`config.mk`:
```
export PLATFORM = sky130hd
export DESIGN_NAME = muldiv_unit
export DESIGN_NICKNAME = d
export VERILOG_FILES = /design/src/rtl/muldiv_pkg.sv /design/src/rtl/muldiv_addsub.sv /design/src/rtl/muldiv_unit.sv
export SDC_FILE = /design/constraint.sdc
export NUM_CORES = 1
export LEC_CHECK = 0
export CORE_MARGIN = 1.5
export CORE_UTILIZATION = 30
export DETAILED_ROUTE_END_ITERATION = 10
export HOLD_SLACK_MARGIN = 0.03
export PLACE_DENSITY = 0.48
export REMOVE_ABC_BUFFERS = 1
export SYNTH_ARGS = -nofsm -noshare
export SYNTH_HDL_FRONTEND = slang
export SYNTH_SLANG_ARGS = --single-unit
```
`constraint.sdc`:
```
create_clock -name clk_i -period 3.8 [get_ports clk_i]
set_input_delay 0.95 -clock clk_i [delete_from_list [all_inputs] [get_ports clk_i]]
set_output_delay 0.95 -clock clk_i [all_outputs]
set_load 0.02 [all_outputs]
```
`src/rtl/muldiv_pkg.sv`:
```
// Shared types for the iterative multiply/divide unit: op encoding, FSM state constants, default width.
package muldiv_pkg;

  localparam int WIDTH = 32;

  typedef enum logic [2:0] {
    OP_NONE  = 3'd0,
    OP_MULT  = 3'd1,
    OP_MULTU = 3'd2,
    OP_DIV   = 3'd3,
    OP_DIVU  = 3'd4,
    OP_MTHI  = 3'd5,
    OP_MTLO  = 3'd6
  } muldiv_op_t;

  typedef logic [1:0] muldiv_state_t;
  localparam muldiv_state_t IDLE = 2'd0;
  localparam muldiv_state_t CALC = 2'd1;
  localparam muldiv_state_t DONE = 2'd2;

  function automatic logic is_mul_op(input muldiv_op_t op);
    return (op == OP_MULT) || (op == OP_MULTU);
  endfunction

  function automatic logic is_div_op(input muldiv_op_t op);
    return (op == OP_DIV) || (op == OP_DIVU);
  endfunction

endpackage

```
`src/rtl/muldiv_addsub.sv`:
```
// Width+1-bit adder/subtractor shared by the shift-add multiply and restoring divide iterations.
module muldiv_addsub #(
  parameter int Width = 32
) (
  input  logic [Width:0] a_i,
  input  logic [Width:0] b_i,
  input  logic           sub_i,
  output logic [Width:0] sum_o,
  output logic           co_o
);

  // On subtract, co_o=1 means no borrow, i.e. a_i >= b_i.
  assign {co_o, sum_o} = {1'b0, a_i}
                       + {1'b0, b_i ^ {(Width+1){sub_i}}}
                       + {{(Width+1){1'b0}}, sub_i};

endmodule

```
`src/rtl/muldiv_unit.sv`:
```
// Iterative MULT/DIV unit owning HI/LO; one add/sub step per cycle over Width cycles.
// Optional signed MULT/DIV handling is enabled with `define MULDIV_SIGNED_EN.
module muldiv_unit
  import muldiv_pkg::*;
#(
  parameter int Width = WIDTH
) (
  input  logic             clk_i,
  input  logic             rst_ni,
  input  logic             start_i,
  input  muldiv_op_t       op_i,
  input  logic [Width-1:0] a_i,
  input  logic [Width-1:0] b_i,
  input  logic             flush_i,
  output logic             busy_o,
  output logic             done_o,
  output logic [Width-1:0] hi_o,
  output logic [Width-1:0] lo_o
);

  localparam int CntW = $clog2(Width) + 1;
  localparam logic [CntW-1:0] CntInit = CntW'(Width);

  muldiv_state_t   state_q;
  logic [CntW-1:0] cnt_q;
  logic            is_div_q;
  logic [Width-1:0] work_hi_q, work_lo_q, opnd_q;
  logic [Width-1:0] hi_q, lo_q;

  logic             start_ok;
  logic [Width-1:0] a_mag, b_mag;
  logic [Width:0]   as_a, as_b, as_sum;
  logic             as_co;
  logic [Width-1:0] it_hi, it_lo, res_hi, res_lo;

  assign start_ok = start_i & ~flush_i & (state_q == IDLE);

`ifdef MULDIV_SIGNED_EN
  logic op_sgn;
  logic neg_p_q, neg_q_q, neg_r_q;
  logic [2*Width-1:0] prod;

  assign op_sgn = (op_i == OP_MULT) || (op_i == OP_DIV);
  assign a_mag  = (op_sgn & a_i[Width-1]) ? -a_i : a_i;
  assign b_mag  = (op_sgn & b_i[Width-1]) ? -b_i : b_i;
`else
  assign a_mag = a_i;
  assign b_mag = b_i;
`endif

  muldiv_addsub #(.Width(Width)) u_addsub (
    .a_i   (as_a),
    .b_i   (as_b),
    .sub_i (is_div_q),
    .sum_o (as_sum),
    .co_o  (as_co)
  );

  // Divide: shift {rem,dividend} left one and trial-subtract the divisor.
  // Multiply: add multiplicand when LSB of multiplier set, then shift {acc,mplier} right.
  always_comb begin
    as_a  = {1'b0, work_hi_q};
    as_b  = work_lo_q[0] ? {1'b0, opnd_q} : '0;
    it_hi = as_sum[Width:1];
    it_lo = {as_sum[0], work_lo_q[Width-1:1]};
    if (is_div_q) begin
      as_a  = {work_hi_q, work_lo_q[Width-1]};
      as_b  = {1'b0, opnd_q};
      it_hi = as_co ? as_sum[Width-1:0] : as_a[Width-1:0];
      it_lo = {work_lo_q[Width-2:0], as_co};
    end
  end

`ifdef MULDIV_SIGNED_EN
  always_comb begin
    prod   = neg_p_q ? -{it_hi, it_lo} : {it_hi, it_lo};
    res_hi = neg_r_q ? -prod[2*Width-1:Width] : prod[2*Width-1:Width];
    res_lo = neg_q_q ? -prod[Width-1:0]       : prod[Width-1:0];
  end
`else
  assign res_hi = it_hi;
  assign res_lo = it_lo;
`endif

  always_ff @(posedge clk_i or negedge rst_ni) begin
    if (!rst_ni) begin
      state_q   <= IDLE;
      cnt_q     <= '0;
      is_div_q  <= 1'b0;
      work_hi_q <= '0;
      work_lo_q <= '0;
      opnd_q    <= '0;
      hi_q      <= '0;
      lo_q      <= '0;
    end else begin
      case (state_q)
        IDLE: begin
          if (start_ok) begin
            if (is_mul_op(op_i) || is_div_op(op_i)) begin
              state_q   <= CALC;
              cnt_q     <= CntInit;
              is_div_q  <= is_div_op(op_i);
              work_hi_q <= '0;
              work_lo_q <= is_div_op(op_i) ? a_mag : b_mag;
              opnd_q    <= is_div_op(op_i) ? b_mag : a_mag;
            end else if (op_i == OP_MTHI) begin
              hi_q <= a_i;
            end else if (op_i == OP_MTLO) begin
              lo_q <= a_i;
            end
          end
        end
        CALC: begin
          if (flush_i) begin
            state_q <= IDLE;
            cnt_q   <= '0;
          end else begin
            cnt_q     <= cnt_q - 1'b1;
            work_hi_q <= it_hi;
            work_lo_q <= it_lo;
            if (cnt_q == CntW'(1)) begin
              hi_q    <= res_hi;
              lo_q    <= res_lo;
              state_q <= DONE;
            end
          end
        end
        DONE:    state_q <= IDLE;
        default: state_q <= IDLE;
      endcase
    end
  end

`ifdef MULDIV_SIGNED_EN
  // Sign fix-up flags; a zero divisor leaves the all-ones quotient unnegated.
  always_ff @(posedge clk_i or negedge rst_ni) begin
    if (!rst_ni) begin
      neg_p_q <= 1'b0;
      neg_q_q <= 1'b0;
      neg_r_q <= 1'b0;
    end else if (start_ok && (is_mul_op(op_i) || is_div_op(op_i))) begin
      neg_p_q <= (op_i == OP_MULT) & (a_i[Width-1] ^ b_i[Width-1]);
      neg_q_q <= (op_i == OP_DIV) & (a_i[Width-1] ^ b_i[Width-1]) & (b_i != '0);
      neg_r_q <= (op_i == OP_DIV) & a_i[Width-1];
    end
  end
`endif

  assign busy_o = (state_q != IDLE);
  assign done_o = (state_q == DONE) & ~flush_i;
  assign hi_o   = hi_q;
  assign lo_o   = lo_q;

endmodule

```
Word level (Yosys, flattened, before mapping)
Cells that the tools add are included.
W data, S select, Z words.
{"block": "op_classes", "n_eq_ne": 18, "addsub": 3, "n_mux": 38, "bitwise": 5, "n_reduce_logical": 12}
{"cell": "$mux W32", "count": 24}
{"cell": "$pmux W32 S2", "count": 4}
{"cell": "$add A33 B33 Y34", "count": 1}
{"cell": "$add A34 B1 Y34", "count": 1}
{"cell": "$mux W33", "count": 1}
{"cell": "$xor A32 B33 Y33", "count": 1}
{"cell": "$mux W6", "count": 3}
{"cell": "$pmux W6 S2", "count": 1}
{"cell": "$ne A2 B2 Y1 const B", "count": 5}
{"cell": "$eq A3 B3 Y1 const B", "count": 3}
{"cell": "$reduce_and A3 Y1", "count": 3}
{"cell": "$mux W2", "count": 4}
{"cell": "$reduce_and A7 Y1", "count": 1}
{"cell": "$eq A3 B2 Y1 const B", "count": 2}
{"cell": "$eq A6 B1 Y1 const B", "count": 1}
{"cell": "$ne A2 B1 Y1 const B", "count": 3}
{"cell": "$reduce_and A6 Y1", "count": 1}
{"cell": "$sub A6 B1 Y6 const B", "count": 1}
{"cell": "$pmux W2 S2", "count": 1}
{"cell": "$reduce_and A4 Y1", "count": 1}
{"cell": "$reduce_bool A2 Y1", "count": 2}
{"cell": "$and A1 B1 Y1", "count": 3}
{"cell": "$eq A3 B1 Y1 const B", "count": 1}
{"cell": "$logic_or A1 B1 Y1", "count": 3}
{"cell": "5 further kinds", "count": 5}
{"block": "totals", "ff_bits": 169, "out_inout_bits": 66}

Longest topological paths before layout
Gate-level depths: netlist of run 1.
{"block": "depth", "depth_word": 10, "mapped_depth": 17}

By module
A second synthesis of run 1 with hierarchy kept.
{"block": "hier_totals", "cells_unflattened": 1261, "area_unflattened_um2": 12115.4}
{"module": "muldiv_unit", "instances": 1, "seq_area_each_um2": 4229.1, "cells_per_inst": 983, "area_each_um2": 10073.4}
{"module": "muldiv_addsub", "instances": 1, "seq_area_each_um2": 0.0, "cells_per_inst": 278, "area_each_um2": 2042.0}

Worst setup path after synthesis of run 1
Ideal clock, no wire load.
{"block": "synth_path", "path_type": "flip-flop to flip-flop", "start": "register is_div_q", "end": "register hi_q[30] (netlist: hi_o[30])", "period_less_slack_ps": 3939, "path_buffers": 3, "arrival_time_ps": 3813, "stages_incl_launch_ff": 15, "setup_ps": 126, "slack_ps": -139, "cell_sequence": "dfrtp_1 clkbuf_1 clkbuf_1 buf_1 mux2_2 ha_1 nand2_1 o211ai_1 nand2_1 a2111o_1 and3_4 o41ai_4 xnor2_1 o21ai_1 a221o_1"}
{"block": "synth_via", "elab_chain_cells": 9, "word_cells_on_any_way": 10, "classes_between": "add/sub (2); mux (7); bitwise (1)"}
{"element": "start, declared", "line_no": "muldiv_unit.sv:26", "source": "logic is_div_q;"}
{"element": "start signal, assigned", "line_no": "muldiv_unit.sv:102", "source": "is_div_q <= is_div_op(op_i);"}
{"element": "$mux W32", "line_no": "muldiv_unit.sv:66", "source": "if (is_div_q) begin"}
{"element": "$xor A32 B33 Y33", "line_no": "muldiv_addsub.sv:14", "source": "+ {1'b0, b_i ^ {(Width+1){sub_i}}}"}
{"element": "$add A33 B33 Y34", "line_no": "muldiv_addsub.sv:14"}
{"element": "$add A34 B1 Y34", "line_no": "muldiv_addsub.sv:15", "source": "+ {{(Width+1){1'b0}}, sub_i};"}
{"element": "$mux W32", "line_no": "muldiv_unit.sv:69", "source": "it_hi = as_co ? as_sum[Width-1:0] : as_a[Width-1:0];"}
{"element": "$mux W32 *", "line_no": "muldiv_unit.sv:66"}
{"element": "$mux W32 *", "line_no": "muldiv_unit.sv:121", "source": "if (cnt_q == CntW'(1)) begin"}
{"element": "$mux W32 *", "line_no": "muldiv_unit.sv:114", "source": "if (flush_i) begin"}
{"element": "$pmux W32 S2 *", "line_no": "muldiv_unit.sv:96", "source": "case (state_q)"}
{"element": "end signal, assigned", "line_no": "muldiv_unit.sv:107", "source": "hi_q <= a_i;"}
{"element": "end signal, assigned", "line_no": "muldiv_unit.sv:122", "source": "hi_q <= res_hi;"}
{"element": "end, declared", "line_no": "muldiv_unit.sv:28", "source": "logic [Width-1:0] hi_q, lo_q;"}
Every way passes the cells marked *; elsewhere a longest branch is shown, timed or not. The select of a mux whose other input is x is not followed.
A chain may end at the register's enable or synchronous reset.

Worst setup path in the final report of run 1
{"block": "layout_path", "start": "register is_div_q", "end": "register hi_q[24] (netlist: hi_o[24])"}
The elaborated chain is that of the path after synthesis.

==> results.md, run 1 <==
* Share of layout cells above drive strength 1 at 0.135
* Clock share of power at 0.122
* Placed Area at roughly 14000 um^2
* Switching share of total power at 0.473
* Status: complete, no violations
* Crit path DAT at 3950 ps
* Clk slew on worst S/H paths at about 70 ps
* Filler cells at about 3800
* Commonest cells after routing, fill and taps aside: 296 x nand2_1, 168 x dfrtp_1, 135 x clkdlybuf4s50_1
* Max Cap Viol at 0
* Area contributors post-synth: dfrtp_1 38%, nand2_1 10%, o21ai_0 5.1%
* Number of cell rows at 70
* Yosys top cell by area: dfrtp_1
* Vias per cell at 5.44
* Fin area at roughly 15000 um^2
* Number of global-route vias before repair at 10800
* Top-level I/O count at roughly 140
* Die Y at 196 um
* Critical path required time at 4100 ps
* Worst min path class: register to register
* Clock Tree Root: clkbuf_16
* Tot GR Track Use at 0.216
* Port Buffers at about 140
* Type of origin of the critical path: register
* LEAKAGE at just over 6 nW
* Final-report max-slew violation count at 0
* First-pass GRT wire length at ~64 mm
* Ys flop type: dfrtp_1
* Clock sink count at roughly 170
* Die Area at 38400 um^2
* Crit-path cells: buf_12 > buf_12 > and2_1 > a21o_1 > ha_1 > a21o_1 > and2_1 > o31ai_2 > nand4_1 > buf_4 > a31o_2 > a21oi_1 > xnor2_2 > buf_4 > a31oi_1 > o22ai_1
* GR Overflow Total at 0
* Setup TNS at 0 ps
* Crit-path slowest cell: dfrtp_4
* PwrDens at ~940 nW/um^2
* Average wire per standard cell at 20.7 um
* Slew of the pin with the lowest slew margin at around 950 ps
* Setup-failing EPs final at 0
* Clk buf depth at 2
* Combinational Power Share at 0.628
* Commonest non-fill, non-tap cell in the layout: nand2_1
* DRC errors left at 0
* Reg power frac at 0.250
* Final worst-path cycle share at 0.961
* RD Place Congestion at roughly 0.9
* Drt initial violations at between 600 and 700
* Ant diodes at 0
* Syn_area_per_cell at between 8 and 9 um^2
* CP bufs+invs at 4
* Final critical-path required period at around 3700 ps
* DR vias at 11000
* Distinct cells, synth at 67
* CP endpoint kind: register
* Die W at around 200 um
* Initial antenna violation count at 0
* Post-Syn Instances at between 1000 and 1500
* Critical path class: register to register
* H-tree levels at 4
* Area share of the largest cell type after synthesis at 0.379
* CP max stage delay at about 550 ps
* Register bit total from synthesis at around 170
* Post-synthesis sequential area ratio at 0.379
* Relative slew slack at 0.367
* Detail Route Antenna Nets at 0
* Cell internal pwr at ~0.0072 W
* Layout Nets at approximately 1600
* Largest net degree at the start of global routing at 78
* Psw at around 0.0065 W
* Number of enable flip-flop cells after synthesis at 0
* WL final at 41.7 mm
* DP HPWL at a little under 30 mm
* Asr flop ratio synth at 1.00
* First-pass iteration count of the detailed router at 7
* Clock skew at about 9.4 ps
* Syn. warnings at 0
* FMAX at about 0.27 GHz
* Area delta synth->final at 29.9%
* Syn Std Cell Area at 11200 um^2
* Clk Latency, worst-skew pair at between 400 and 500 ps
* VDD IR max at between 0.4 and 0.5 mV
* Core ar. at approximately 37000 um^2
* CP delay by family, top: compound AO/OA/AOI/OAI gates
* Worst-path fanout max at 31
* CTS buffer count at 17
* Initial Util at 0.305
* Final hold vios at 0
* CTS tree: yes
[final cells by class]
type | count | area, um^2 | share of cell area
tap | 468 | 586 | 0.0404
inverter | 32 | 124 | 0.00854
clock inverter | 9 | 77.6 | 0.00535
timing repair buffer | 233 | 2360 | 0.163
multi-input combinational | 1084 | 6680 | 0.460
sequential | 169 | 4230 | 0.292
clock buffer | 21 | 450 | 0.0310
[metrics by stage]
stage               hold WS [ps]  worst slack [ps]  power [W]  utilization  cells
floorplan                    450             -7430    0.00815            -   1285
global placement             463              -140     0.0116        0.372   1976
detailed placement           466              -173     0.0116        0.372   1976
CTS                          482              8.49     0.0133        0.387   2007
global route                 504             -26.7     0.0147        0.396   2016
finish                       476               149     0.0137        0.396   2016
[routing by layer]
metal | share of wire | up-vias | track usage
li1 | - | 5299 | -
met1 | 0.49 | 5385 | 0.310
met2 | 0.45 | 241 | 0.340
met3 | 0.037 | 35 | 0.0297
met4 | 0.014 | 0 | 0.0547
met5 | 0 | - | 0
[tightest hold or removal path, stage by stage, from the launching register on]
cell,delay [ps]
dfrtp_1,340
nand2_1,50
o31ai_1,50
[cells in the mapped netlist, drive strengths merged, types with 5 or more instances]
cell and number:
buf 13, o32a 7, a31oi 41, a22o 15, clkbuf 87, and2 8, dfrtp 169, ha 33
a311oi 30, xnor2 16, o211a 5, o221a 5, o31ai 40, or2 6, nor2b 32, a21o 41
a211oi 39, o21ai 125, o21a 12, nand4 10, mux2 13, a221oi 9, o32ai 5, nand3 10
nand2 297, xor2 16, nor2 126, a21oi 64, inv 32, nor3 11, o211ai 9, o22a 6
[worst paths after layout]
check,start,endpoint,slack [ps],cells past startpoint
worst max-delay path,is_div_q$_DFFE_PN0P_,hi_o[24]$_DFFE_PN0P_,150,16
worst min-delay path,lo_o[25]$_DFFE_PN0P_,lo_o[25]$_DFFE_PN0P_,480,2
worst max register to register,is_div_q$_DFFE_PN0P_,hi_o[24]$_DFFE_PN0P_,150,16
worst min register to register,lo_o[25]$_DFFE_PN0P_,lo_o[25]$_DFFE_PN0P_,480,2
max in group asynchronous,rst_ni,is_div_q$_DFFE_PN0P_,2470,2
min in group asynchronous,rst_ni,cnt_q[5]$_DFFE_PN0P_,520,1
[what timing repair did]
action / in CTS / in global routing
hold buffers: 0 / 0
setup buffers: 1 / 6
cloned: 0 / 3
pin swaps: 1 / 11
resized for setup: 2 / 44
endpoints found under the setup margin: 2 / 62
endpoints found under the hold margin: 0 / 0
[power by group through the flow]
stage | sequential [W] | combinational (W) | clock (W)
2_1_floorplan | 0.00366 | 0.00449 | 0
3_3_place_gp | 0.00345 | 0.00811 | 0
3_5_place_dp | 0.00343 | 0.00813 | 0
4_1_cts | 0.00341 | 0.00821 | 0.00172
5_1_grt | 0.00354 | 0.00942 | 0.00177
6_report | 0.00342 | 0.00860 | 0.00166
[state kept, by name (all words and copies together) (netlist names)]
signal	count
cnt_q	6
hi_o	32
is_div_q	1
lo_o	32
opnd_q	32
state_q	2
work_hi_q	32
work_lo_q	32
[logic make-up (layout without fill, tap and decap cells)]
kind of cell / count (synthesis) / in the layout / synth area share
buffers and inverters: 132 / 295 / 0.0461
muxes: 17 / 17 / 0.0167
DFF: 169 / 169 / 0.379
and+or+nand+nor: 513 / 513 / 0.193
AOI/OAI and AO/OA: 488 / 488 / 0.302
xor gates and xnor gates: 32 / 32 / 0.0251
adders and majority gates: 34 / 34 / 0.0388
(Power assumes the default switching activity.)
==> run 2: changes to the inputs <==
Settings changed: SYNTH_HIERARCHICAL set to 1.
==> results.md, run 2 <==
* Tot GR Track Use at 0.185 (-0.0308)
* Critical path required time at 4170 ps (+70 ps)
* Max Cap Viol at 0 (unchanged)
* RR Startpoint: is_div_q$_DFFE_PN0P_
* Area share of the largest cell type after synthesis at 0.349 (-0.0296)
* Most frequent cell after synthesis: nor2_1
* Top-level I/O count at 137 (unchanged)
* Commonest non-fill, non-tap cell in the layout: nor2_1
* Post-Syn Instances at 1261 (-9.0%)
* DR vias at 9928 (-9.4%)
* Asr flop ratio synth at 1.00 (unchanged)
* Setup-failing EPs final at 30 (+30)
* Switching share of total power at 0.414 (-0.0586)
* Reg power frac at 0.253 (+0.003)
* Total power at 0.0119 W (-13%)
* FMAX at 0.255 GHz (-6.8%)
* Placed Area at 14700 um^2 (+8.1%)
* Clock share of power at 0.150 (+0.028)
* Clk Latency, worst-skew pair at 450 ps (about the same)
* LEAKAGE at 7.20 nW (+17%)
* Clock sink count at 169 (unchanged)
* WL final at 37.6 mm (-10%)
* Number of global-route vias before repair at 10600 (-2.5%)
* Syn Std Cell Area at 12100 um^2 (+8.5%)
* Register bit total from synthesis at 169 (unchanged)
* Synth cell count leaders: 178 x nor2_1, 169 x dfrtp_1, 97 x mux2i_1, 79 x a21oi_1
* Clock Tree Root: clkbuf_16
* Fin area at 16200 um^2 (+11%)
* CTS buffer count at 17 (unchanged)
* CP endpoint kind: register
* Number of cell rows at 73 (+4.3%)
* Ys flop type: dfrtp_1
* Hold path depth at 1 (-1)
* PwrDens at 739 nW/um^2 (-22%)
* Final-report max-slew violation count at 0 (unchanged)
* R2R Setup Slk at -120 ps (-270 ps)
* Ant diodes at 0 (unchanged)
* Combinational Power Share at 0.597 (-0.031)
* Area delta synth->final at 33.3%
* Filler cells at 4042 (+5.3%)
* Die Area at 41600 um^2 (+8.4%)
* VDD IR max at 0.363 mV (-13%)
* Final worst-path cycle share at 1.03 (+0.0703)
* Relative slew slack at 0.341 (-0.0260)
* DRC errors left at 0 (unchanged)
* Detail Route Antenna Nets at 0 (unchanged)
* R2R depth at 18 (+2)
* Yosys top cell by area: dfrtp_1
* H-tree levels at 4 (unchanged)
* Final WS setup at -118 ps (-267 ps)
* Slew of the pin with the lowest slew margin at 984 ps (+37.9 ps)
* Clock skew at 12.1 ps (+2.68 ps)
* Worst min path class: register to register
* Share of layout cells above drive strength 1 at 0.283 (+0.148)
* Largest net degree at the start of global routing at 81 (+3.8%)
* Average wire per standard cell at 18.8 um (-9.4%)
* Worst-path fanout max at 5 (-84%)
* Commonest cells after routing, fill and taps aside: 174 x nor2_1, 168 x dfrtp_1, 135 x clkdlybuf4s50_1
* RSZ-0062 raised after global routing: true
* Core ar. at 39800 um^2 (+8.8%)
* Type of origin of the critical path: register
* Final hold vios at 0 (unchanged)
* Crit path DAT at 4290 ps (+340 ps)
* Port Buffers at 136 (unchanged)
* Number of enable flip-flop cells after synthesis at 0 (unchanged)
* Syn. warnings at 6 (+6)
* CTS tree: yes
* Clk buf depth at 2 (unchanged)
* DP HPWL at 26.4 mm (-8.5%)
* Area contributors post-synth: dfrtp_1 35%, mux2i_1 8.0%, mux2_2 6.0%
* Seq. cell area at 4230 um^2 (unchanged)
* Status: finished with violations
* Area of the multi-input gates at 7790 um^2 (+17%)
* Psw at 0.00495 W (-24%)
* Vias per cell at 4.96 (-8.8%)
* Die Y at 204 um (+4.1%)
* Die W at 204 um (+4.1%)
* Post-synthesis sequential area ratio at 0.349 (-0.0296)
* Initial antenna violation count at 0 (unchanged)
* Initial Util at 0.304 (-0.000795)
* Clk slew on worst S/H paths at 70 ps (about the same)
* Distinct cells, synth at 65 (-3.0%)
* Hold worst-path end: cnt_q[1]$_DFFE_PN0P_
* Drt initial violations at 502 (-27%)
* GR Overflow Total at 0 (unchanged)
* Hold Crit Start: cnt_q[1]$_DFFE_PN0P_
* Syn_area_per_cell at 9.61 um^2 (+19%)
* First-pass GRT wire length at 60.2 mm (-6.4%)
* Critical path class: register to register
* RD Place Congestion at 0.832 (-9.0%)
* Final critical-path required period at 3920 ps (+267 ps)
* Failing checks: setup timing
* First-pass iteration count of the detailed router at 4 (-3)
* Layout Nets at 1571 (-4.3%)
* Cell internal pwr at 0.00699 W (-3.1%)
* RR Endpoint: hi_o[26]$_DFFE_PN0P_
## run 2: cell types whose count changed after synthesis, moves of 44 or more
cell      change
clkbuf_1     -44
mux2_2       +52
mux2i_1      +93
nand2_1     -267
nor2_1       +52
o21ai_0      -69
## run 2: power groups by stage
stage                     Sequential (W)  Clock (W)  Combinational [W]
after global routing             0.00311    0.00191            0.00778
after global placement           0.00304          0            0.00635
after CTS                        0.00302    0.00185            0.00700
after floorplan                  0.00339          0            0.00344
final                            0.00301    0.00179            0.00713
after detailed placement         0.00303          0            0.00636
## run 2: metal layers
metal / GRT usage / vias to the layer above / wire (um)
met4: 0.0496 / 0 / 553
met2: 0.290 / 158 / 17300
met1: 0.263 / 4873 / 18700
met5: 0 / - / 0
met3: 0.0284 / 27 / 1080
li1: - / 4870 / -
## run 2: layout make-up
type | count | area share
clock buffer | 19 | 0.0268
inverter | 42 | 0.00976
sequential | 169 | 0.262
tap | 525 | 0.0407
multi-input combinational | 960 | 0.482
timing repair buffer | 275 | 0.169
clock inverter | 13 | 0.00899
## run 2: cells by family (layout without fill, tap and decap cells)
group / after synthesis / count (layout) / share of synthesized area
fa+ha+maj: 35 / 35 / 0.0368
buf+inv: 132 / 349 / 0.0557
compound gates: 319 / 319 / 0.183
flops: 169 / 169 / 0.349
mux: 227 / 227 / 0.211
simple gates: 315 / 315 / 0.119
other cells: 1 / 1 / 0.000310
xor+xnor: 63 / 63 / 0.0455
## run 2: worst max-delay path by stage
stage / to / slack, ps / start
2_1_floorplan: work_hi_q[10]$_DFFE_PN0P_ / -5760 / is_div_q$_DFFE_PN0P_
3_3_place_gp: hi_o[25]$_DFFE_PN0P_ / -280 / is_div_q$_DFFE_PN0P_
3_5_place_dp: hi_o[26]$_DFFE_PN0P_ / -270 / is_div_q$_DFFE_PN0P_
4_1_cts: hi_o[6]$_DFFE_PN0P_ / -100 / is_div_q$_DFFE_PN0P_
5_1_grt: hi_o[26]$_DFFE_PN0P_ / -380 / is_div_q$_DFFE_PN0P_
6_report: hi_o[26]$_DFFE_PN0P_ / -120 / is_div_q$_DFFE_PN0P_
## run 2: critical path, cell delays in order (launching register included)
cell      delay, ps
dfrtp_4         520
nor2_4          190
buf_6           160
buf_6           120
buf_6           120
nor2b_4          40
xor2_1          130
ha_1            340
a21oi_2         180
o21ai_2          80
o31ai_2         290
or3b_4          440
a221o_1         320
a21oi_2         180
xnor2_2         140
mux2i_1         120
a211oi_2        270
a21oi_1          60
mux2i_1         130
## run 2: stage by stage
stage | std cells | hold WS (ps) | util | TNS (ps) | setup slack (ps)
after floorplan | 1171 | 463 | - | -498230 | -5760
after global placement | 1952 | 490 | 0.370 | -4640 | -284
after detailed placement | 1952 | 489 | 0.370 | -5410 | -273
after CTS | 1998 | 504 | 0.402 | -1390 | -101
after global routing | 2003 | 531 | 0.406 | -13260 | -383
final | 2003 | 506 | 0.406 | -1310 | -118
## run 2: what timing repair did
item / 4_1_cts / 5_1_grt
cloned: 7 / 0
setup buffers: 10 / 7
pin swaps: 53 / 25
endpoints found under the setup margin: 63 / 65
gates resized for setup: 107 / 29
hold buffers: 0 / 0
